**src/rtl/ss_param.sv**
```systemverilog
// Serial selector: captures N words of W bits, then scans them to report
// the index and value of the maximum (Mode=0) or minimum (Mode=1) entry.
module ss_param #(
    parameter int unsigned N = 8,
    parameter int unsigned W = 6,
    localparam int unsigned IW = $clog2(N)
) (
    input  logic          clk,
    input  logic          rst,
    input  logic          Start,
    input  logic          Mode,
    input  logic          inValid,
    input  logic [W-1:0]  inBus,
    output logic          Ready,
    output logic          Busy,
    output logic [IW-1:0] outBus,
    output logic [W-1:0]  outVal
);

    typedef enum logic [1:0] {
        IDLE   = 2'd0,
        LOAD   = 2'd1,
        SEARCH = 2'd2,
        DONE   = 2'd3
    } state_t;

    localparam logic [IW-1:0] last_idx = IW'(N - 1);

    state_t        state_q, state_d;
    logic [IW-1:0] cnt_q, cnt_d;
    logic          mode_q, mode_d;
    logic [IW-1:0] best_idx_q, best_idx_d;
    logic [W-1:0]  best_val_q, best_val_d;
    logic          ready_d, busy_d;
    logic [IW-1:0] out_bus_d;
    logic [W-1:0]  out_val_d;
    logic          wr_en;
    logic [W-1:0]  cand;
    logic          better;

    logic [W-1:0]  entry [N];

    // Register file has no reset; its contents are only read after a full load.
    always_ff @(posedge clk) begin
        if (wr_en) begin
            entry[cnt_q] <= inBus;
        end
    end

    always_ff @(posedge clk or negedge rst) begin
        if (!rst) begin
            state_q    <= IDLE;
            cnt_q      <= '0;
            mode_q     <= 1'b0;
            best_idx_q <= '0;
            best_val_q <= '0;
            Ready      <= 1'b0;
            Busy       <= 1'b0;
            outBus     <= '0;
            outVal     <= '0;
        end else begin
            state_q    <= state_d;
            cnt_q      <= cnt_d;
            mode_q     <= mode_d;
            best_idx_q <= best_idx_d;
            best_val_q <= best_val_d;
            Ready      <= ready_d;
            Busy       <= busy_d;
            outBus     <= out_bus_d;
            outVal     <= out_val_d;
        end
    end

    // Next-state, datapath and registered-output next values.
    always_comb begin
        state_d    = state_q;
        cnt_d      = cnt_q;
        mode_d     = mode_q;
        best_idx_d = best_idx_q;
        best_val_d = best_val_q;
        out_bus_d  = outBus;
        out_val_d  = outVal;
        wr_en      = 1'b0;
        cand       = entry[cnt_q];
        better     = mode_q ? (cand < best_val_q) : (cand > best_val_q);

        case (state_q)
            IDLE, DONE: begin
                if (Start) begin
                    state_d = LOAD;
                    mode_d  = Mode;
                    cnt_d   = '0;
                end
            end
            LOAD: begin
                if (inValid) begin
                    wr_en = 1'b1;
                    if (cnt_q == '0) begin
                        best_val_d = inBus;
                        best_idx_d = '0;
                    end
                    if (cnt_q == last_idx) begin
                        state_d = SEARCH;
                        cnt_d   = IW'(1);
                    end else begin
                        cnt_d = cnt_q + IW'(1);
                    end
                end
            end
            SEARCH: begin
                // Strict compare keeps the lowest index on ties.
                if (better) begin
                    best_val_d = cand;
                    best_idx_d = cnt_q;
                end
                if (cnt_q == last_idx) begin
                    state_d   = DONE;
                    cnt_d     = '0;
                    out_bus_d = best_idx_d;
                    out_val_d = best_val_d;
                end else begin
                    cnt_d = cnt_q + IW'(1);
                end
            end
            default: state_d = IDLE;
        endcase

        ready_d = (state_d == DONE);
        busy_d  = (state_d == LOAD) || (state_d == SEARCH);
    end

endmodule

```
**config.mk**
```make
export PLATFORM = sky130hd
export DESIGN_NAME = ss_param
export DESIGN_NICKNAME = d
export VERILOG_FILES = /design/src/rtl/ss_param.sv
export SDC_FILE = /design/constraint.sdc
export NUM_CORES = 1
export LEC_CHECK = 0
export ABC_AREA = 1
export CELL_PAD_IN_SITES_DETAIL_PLACEMENT = 1
export CELL_PAD_IN_SITES_GLOBAL_PLACEMENT = 2
export CORE_MARGIN = 2
export CORE_UTILIZATION = 38
export CTS_CLUSTER_DIAMETER = 40
export DETAILED_ROUTE_END_ITERATION = 10
export PLACE_DENSITY = 0.91
export RECOVER_POWER = 100
export SETUP_SLACK_MARGIN = 0.3
export SLEW_MARGIN = 25
export SYNTH_ARGS = -nofsm -noshare
export SYNTH_HDL_FRONTEND = slang
export SYNTH_SLANG_ARGS = --single-unit
```
**constraint.sdc**
```tcl
create_clock -name clk -period 3.64 [get_ports clk]
set_clock_uncertainty 0.2 [all_clocks]
set_input_delay 0.91 -clock clk [delete_from_list [all_inputs] [get_ports clk]]
set_output_delay 0.91 -clock clk [all_outputs]
set_load 0.1 [all_outputs]
```
==> impl_metrics.json, run 1 <==
{
  "synthAdderAreaFrac": 0.0445,
  "drt-total-wl_mm": 8.83,
  "dieArea_mm2": 0.0104,
  "grt_max_degree": 32,
  "finalNetCount": 450,
  "status": "complete, no violations",
  "synth_edf_count": 48,
  "rr_startpoint": "cnt_q[2]$_DFFE_PN0P_",
  "crit_slowest_cell": "dfrtp_1",
  "clock-root-buffer": "clkbuf_8",
  "min_path_type": "reg2reg",
  "yosys_warnings": 0,
  "async_flop_share": 0.351,
  "row_count": 35,
  "synth_top_family_by_area": "simple AND/OR/NAND/NOR gates",
  "seq_area_frac_synth": 0.572,
  "synth_cell_type_count": 28,
  "crit_type": "reg2reg",
  "track_usage": 0.193,
  "vias": 2769,
  "synth_top_flop_cell": "edfxtp_1",
  "maxSlewViolCount": 0,
  "worstPathRequired_ps": 3680,
  "ant_nets": 0,
  "grt-ovfl-total": 0,
  "syn_to_final_growth_pct": 11.9,
  "syn_inst": 398,
  "antenna_found_initial": 0,
  "min_from": "outVal[4]$_DFFE_PN0P_",
  "fin_crit_sh": 0.868,
  "placement.io_buffers": 21,
  "setup_violations": 0,
  "power_density_mw_per_mm2": 780,
  "yosysMostFrequentCell": "nand2_1",
  "min_period_ps": 3160,
  "holdPathStages": 2,
  "die_y_um": 102,
  "avgSynthCellArea_um2": 9.19,
  "grt_pass1_wl_mm": 15.1,
  "final_util": 0.441,
  "cp_data_arrival_time_ps": 3200,
  "worst_pin_slew_ps": 1450,
  "synth_nets": 422,
  "synthSimpleGateAreaFrac": 0.295,
  "grt_pass1_vias": 3007,
  "dpl.hpwl_mm": 6.20,
  "synth_common_cells": "nand2_1 (193), edfxtp_1 (48), dfrtp_1 (26)",
  "whs_ps": 282,
  "die_w_um": 102,
  "yosysTopAreaCell": "edfxtp_1",
  "reg2reg_slack_ps": 480,
  "wl_per_cell_um": 15.8,
  "timing.fmax_mhz": 316,
  "worst_path_most_repeated_cell": "nand2_1",
  "synth_xor_xnor_area_share": 0,
  "regToRegEndpoint": "best_val_q[5]$_DFFE_PN0P_",
  "io_pins": 22,
  "cts_htree_levels": 3,
  "r2r_cells": 14,
  "crit_path_max_incr_delay_ps": 750,
  "synth_compound_area_frac": 0.0363,
  "setup_tns_ps": 0,
  "whs_endpoint": "outVal[4]$_DFFE_PN0P_",
  "clockBufferDepth": 2,
  "hold_buffers": 0,
  "antenna_cells": 0,
  "ir_worst_vdd_v": 0.000425,
  "synth_top_cells_by_area": "edfxtp_1 (39%), nand2_1 (20%), dfrtp_1 (18%)",
  "drtPass1Iterations": 4,
  "core_mm2": 0.00928,
  "synthMuxAreaShare": 0,
  "cts_tree": "done",
  "routabilityCongestion": 0.835,
  "syn_area_mm2": 0.00366,
  "path_max_fanout": 17,
  "initial_core_util": 0.394,
  "drc_errors": 0,
  "crit_chain": "inv_1 -> nand2_1 -> nand2_1 -> ha_1 -> nand2_1 -> inv_1 -> nand2_1 -> nand3_1 -> nand2_4 -> nand2_2 -> nand2_1 -> nand3_1 -> nand2_1 -> nand2_1",
  "post_cts_buffers": 0,
  "rsz0062_at_grt": "no",
  "dr.first_iter.drc_count": 109,
  "cts_buffers": 9,
  "p_leak_nw": 1.85,
  "vias_per_cell": 4.94,
  "setup.worst_path.start_class": "register",
  "drive_above_1_share": 0.0766,
  "cts_resized": 0,
  "path_clk_slew_ps": 80,
  "hold_viol_final": 0,
  "cp-end-kind": "register",
  "synth.ff_latch_count": 74,
  "synth_top_area_share": 0.394,
  "clock-sinks": 74,
  "max-slew-margin-rel": 0.0322,
  "clkLatencyLatePin_ps": 360,
  "max-cap-violations": 0,
  "n_fill_cell": 1105
}
[per-stage QoR]
stage / power (mW) / area [um^2] / instances / setup WS, ps
after floorplan: 2.34 / 3660 / 398 / 1180
after global placement: 2.57 / 4000 / 544 / 717
after detailed placement: 2.63 / 4000 / 544 / 615
after CTS: 3.31 / 4200 / 560 / 572
after global routing: 3.48 / 4090 / 560 / 175
final: 3.19 / 4090 / 560 / 480
[sequential cells by signal, indices dropped and copies added, names as in the netlist]
| name | flops |
|---|---|
| Busy | 1 |
| outBus | 3 |
| best_val_q | 6 |
| best_idx_q | 3 |
| entry | 48 |
| mode_q | 1 |
| outVal | 6 |
| state_q | 2 |
| Ready | 1 |
| cnt_q | 3 |
[layout by cell type (no fill, tap or decap), types with 3 or more instances in the layout]
master         Yosys  final
o21ai_0            5      5
a21oi_1            3      3
inv_1             22     22
clkbuf_8           0      9
o211ai_1           5      5
dlygate4sd3_1      0      9
edfxtp_1          48     48
nor2_1            17     17
nand4_1            5      5
clkbuf_1           1     20
dfrtp_1           26     26
nand3_1           11     12
nand2_1          193    199
ha_1              13     13
nor4_1             8      8
nand2_2            7      3
buf_4              0      3
[how the worst max path moves through the flow]
stage | from | to | slack [ps] | cells past startpoint
2_1_floorplan | cnt_q[1]$_DFFE_PN0P_ | best_idx_q[0]$_DFFE_PN0P_ | 1180 | 16
3_3_place_gp | cnt_q[2]$_DFFE_PN0P_ | outBus[0]$_DFFE_PN0P_ | 720 | 12
3_5_place_dp | cnt_q[2]$_DFFE_PN0P_ | outBus[0]$_DFFE_PN0P_ | 620 | 12
4_1_cts | cnt_q[2]$_DFFE_PN0P_ | best_val_q[5]$_DFFE_PN0P_ | 570 | 14
5_1_grt | cnt_q[2]$_DFFE_PN0P_ | best_val_q[5]$_DFFE_PN0P_ | 180 | 14
6_report | cnt_q[2]$_DFFE_PN0P_ | best_val_q[5]$_DFFE_PN0P_ | 480 | 14
[critical path, delay by kind of cell (launching register included)]
kind          cells  cell delay, ps
simple gates     11            1330
flops             1             750
buf+inv           2             420
fa+ha+maj         1             330
[layer usage]
metal  share of wire  wire length, um  GRT usage
met5               0                0          0
met4           0.017              148     0.0636
met3           0.020              176     0.0376
met2            0.50             4420      0.328
met1            0.46             4090      0.247
[report_power, final]
| group | internal, mW | switching [mW] | leakage (nW) |
|---|---|---|---|
| clock network | 0.321 | 0.339 | 0.0962 |
| registers | 1.00 | 0.0589 | 0.777 |
| logic | 0.407 | 1.06 | 0.973 |
[final cells by class]
type                       count  area (um^2)  share of cell area
clock buffer                   9          124              0.0303
inverter                      26         97.6              0.0239
timing repair buffer          33          198              0.0483
multi-input combinational    282         1340               0.328
sequential                    74         2090               0.511
clock inverter                 7         76.3              0.0187
tap                          129          161              0.0394
[logic make-up after synthesis]
group,after synthesis
flip-flops,74
adder cells (fa/ha/maj),13
AO/OA/AOI/OAI,18
buffers and inverters,42
AND/OR/NAND/NOR,251
Power figures use the tool's default switching activity.
==> run 2: changes to the inputs <==
- CORE_MARGIN: 2 -> 4
- CTS_BUF_LIST: not set -> sky130_fd_sc_hd__clkbuf_2
==> run 2 against run 1 <==
Global-route usage down 2.5 points. Sequential share of layout area increased by 0.99 points. Via count down 0.76%. Core utilization down 0.84 points. Critical endpoint is now best_val_q[2]$_DFFE_PN0P_. First-iteration DRC count increased by 12%. Critical path type unchanged. Die area increased by 8.0%. Combinational power about the same.
==> impl_metrics.json, run 2 (synthesized netlist as in run 1, its figures left out) <==
{
  "hold_viol_final": 0,
  "ir_worst_vdd_v": 0.000428,
  "clkLatencyLatePin_ps": 580,
  "dieArea_mm2": 0.0113,
  "io_pins": 22,
  "drtPass1Iterations": 4,
  "post_cts_buffers": 0,
  "row_count": 35,
  "clockBufferDepth": 2,
  "final_cell_mix": "nand2_1 (195), edfxtp_1 (48), dfrtp_1 (26)",
  "path_clk_slew_ps": 220,
  "grt-ovfl-total": 0,
  "fin_crit_sh": 0.887,
  "core_mm2": 0.00928,
  "multi_input_area_mm2": 0.00135,
  "dr.first_iter.drc_count": 122,
  "rr_startpoint": "cnt_q[2]$_DFFE_PN0P_",
  "grt_max_degree": 32,
  "timing.fmax_mhz": 310,
  "hold_buffers": 0,
  "max-cap-violations": 0,
  "wl_per_cell_um": 15.4,
  "post_dp_cell_area_mm2": 0.00401,
  "n_fill_cell": 1128,
  "clock-root-buffer": "clkbuf_2",
  "dp_slack_ps": 581,
  "routabilityCongestion": 0.782,
  "vias_per_cell": 4.89,
  "seq_area_mm2": 0.00209,
  "drt-total-wl_mm": 8.67,
  "regMostFlops": "entry",
  "vias": 2748,
  "setup_violations": 0,
  "cp_data_arrival_time_ps": 3490,
  "placement.io_buffers": 21,
  "worst_pin_slew_ps": 1440,
  "setup.worst_path.start_class": "register",
  "antenna_cells": 0,
  "worst_path_most_repeated_cell": "nand2_1",
  "clock-sinks": 74,
  "p_total_mw": 2.99,
  "worstPathRequired_ps": 3900,
  "track_usage": 0.167,
  "crit_path_max_incr_delay_ps": 820,
  "cts_buffers": 9,
  "syn_to_final_growth_pct": 9.79,
  "dpl.hpwl_mm": 6.09,
  "cp-end-kind": "register",
  "largest_reg_flops": 48,
  "power_density_mw_per_mm2": 744,
  "antenna_found_initial": 0,
  "r2r_cells": 14,
  "maxSlewViolCount": 0,
  "crit_slowest_cell": "dfrtp_1",
  "rsz0062_at_grt": "no",
  "crit_chain": "inv_1 -> nand2_1 -> nand2_1 -> ha_1 -> nand2_2 -> inv_1 -> nand2_1 -> nand3_1 -> nand2_4 -> nand2_2 -> nand2_1 -> nand3_1 -> nand2_1 -> nand2_1",
  "min_path_type": "reg2reg",
  "min_from": "outVal[1]$_DFFE_PN0P_",
  "initial_core_util": 0.394,
  "top_regs": "entry: 48 flops, best_val_q: 6 flops, outVal: 6 flops",
  "holdPathStages": 2,
  "path_max_fanout": 17,
  "min_period_ps": 3230,
  "crit_type": "reg2reg",
  "p_leak_nw": 1.81,
  "die_y_um": 106,
  "critPathLaunch": "cnt_q[2]$_DFFE_PN0P_",
  "max-slew-margin-rel": 0.0415,
  "drc_errors": 0,
  "drive_above_1_share": 0.0855,
  "setup_tns_ps": 0,
  "cts_htree_levels": 3,
  "setup_ws_ps": 412,
  "ant_nets": 0,
  "whs_ps": 306,
  "final_area_mm2": 0.00401,
  "grt_pass1_vias": 2958,
  "die_w_um": 106,
  "layout_commonest_cell": "nand2_1",
  "cts_resized": 0,
  "finalNetCount": 452,
  "cts_tree": "done",
  "status": "complete, no violations",
  "grt_pass1_wl_mm": 14.7
}
-- run 2: cell count changes in the layout (fill, tap and decap cells not counted), sizes merged --
cell / delta
clkbuf: +2
clkdlybuf4s50: +2
inv: +1
clkinvlp: +1
dlygate4sd3: -2
bufinv: -1
clkinv: -1
-- run 2: metrics by stage --
stage,util,cells
after global routing,0.432,562
after detailed placement,0.432,546
after CTS,0.443,562
after floorplan,-,398
after global placement,0.432,546
final,0.432,562
-- run 2: layout make-up --
| type | count | share of cell area |
|---|---|---|
| clock buffers | 9 | 0.0112 |
| clock inverters | 7 | 0.0150 |
| inverters | 26 | 0.0243 |
| multi-input cells | 282 | 0.337 |
| flip-flops and latches | 74 | 0.521 |
| well taps | 129 | 0.0402 |
| repair buffers | 35 | 0.0511 |
-- run 2: worst max-delay path, delay by kind of cell (launching register included) --
| family | cells | cell delay (ps) |
|---|---|---|
| adders and majority gates | 1 | 340 |
| buffers and inverters | 2 | 430 |
| DFF | 1 | 820 |
| and+or+nand+nor | 11 | 1330 |
-- run 2: path summary, 6_finish.rpt --
kind	to	slack, ps
max	best_val_q[2]$_DFFE_PN0P_	410
min	outVal[1]$_DFFE_PN0P_	310
max reg2reg	best_val_q[2]$_DFFE_PN0P_	410
min reg2reg	outVal[1]$_DFFE_PN0P_	310
max in group asynchronous	outVal[1]$_DFFE_PN0P_	1400
min in group asynchronous	outVal[0]$_DFFE_PN0P_	990
-- run 2: power by group --
part | internal (mW) | total, mW | switching [mW]
clock network | 0.0997 | 0.437 | 0.337
logic | 0.418 | 1.50 | 1.08
registers | 0.999 | 1.06 | 0.0567
-- run 2: per-layer routing --
metal  track usage  share of wire  vias to the layer above
li1              -              -                     1361
met1         0.205           0.46                     1346
met2         0.297           0.49                       27
met3        0.0364          0.026                       14
met4        0.0463          0.016                        0
met5             0              0                        -
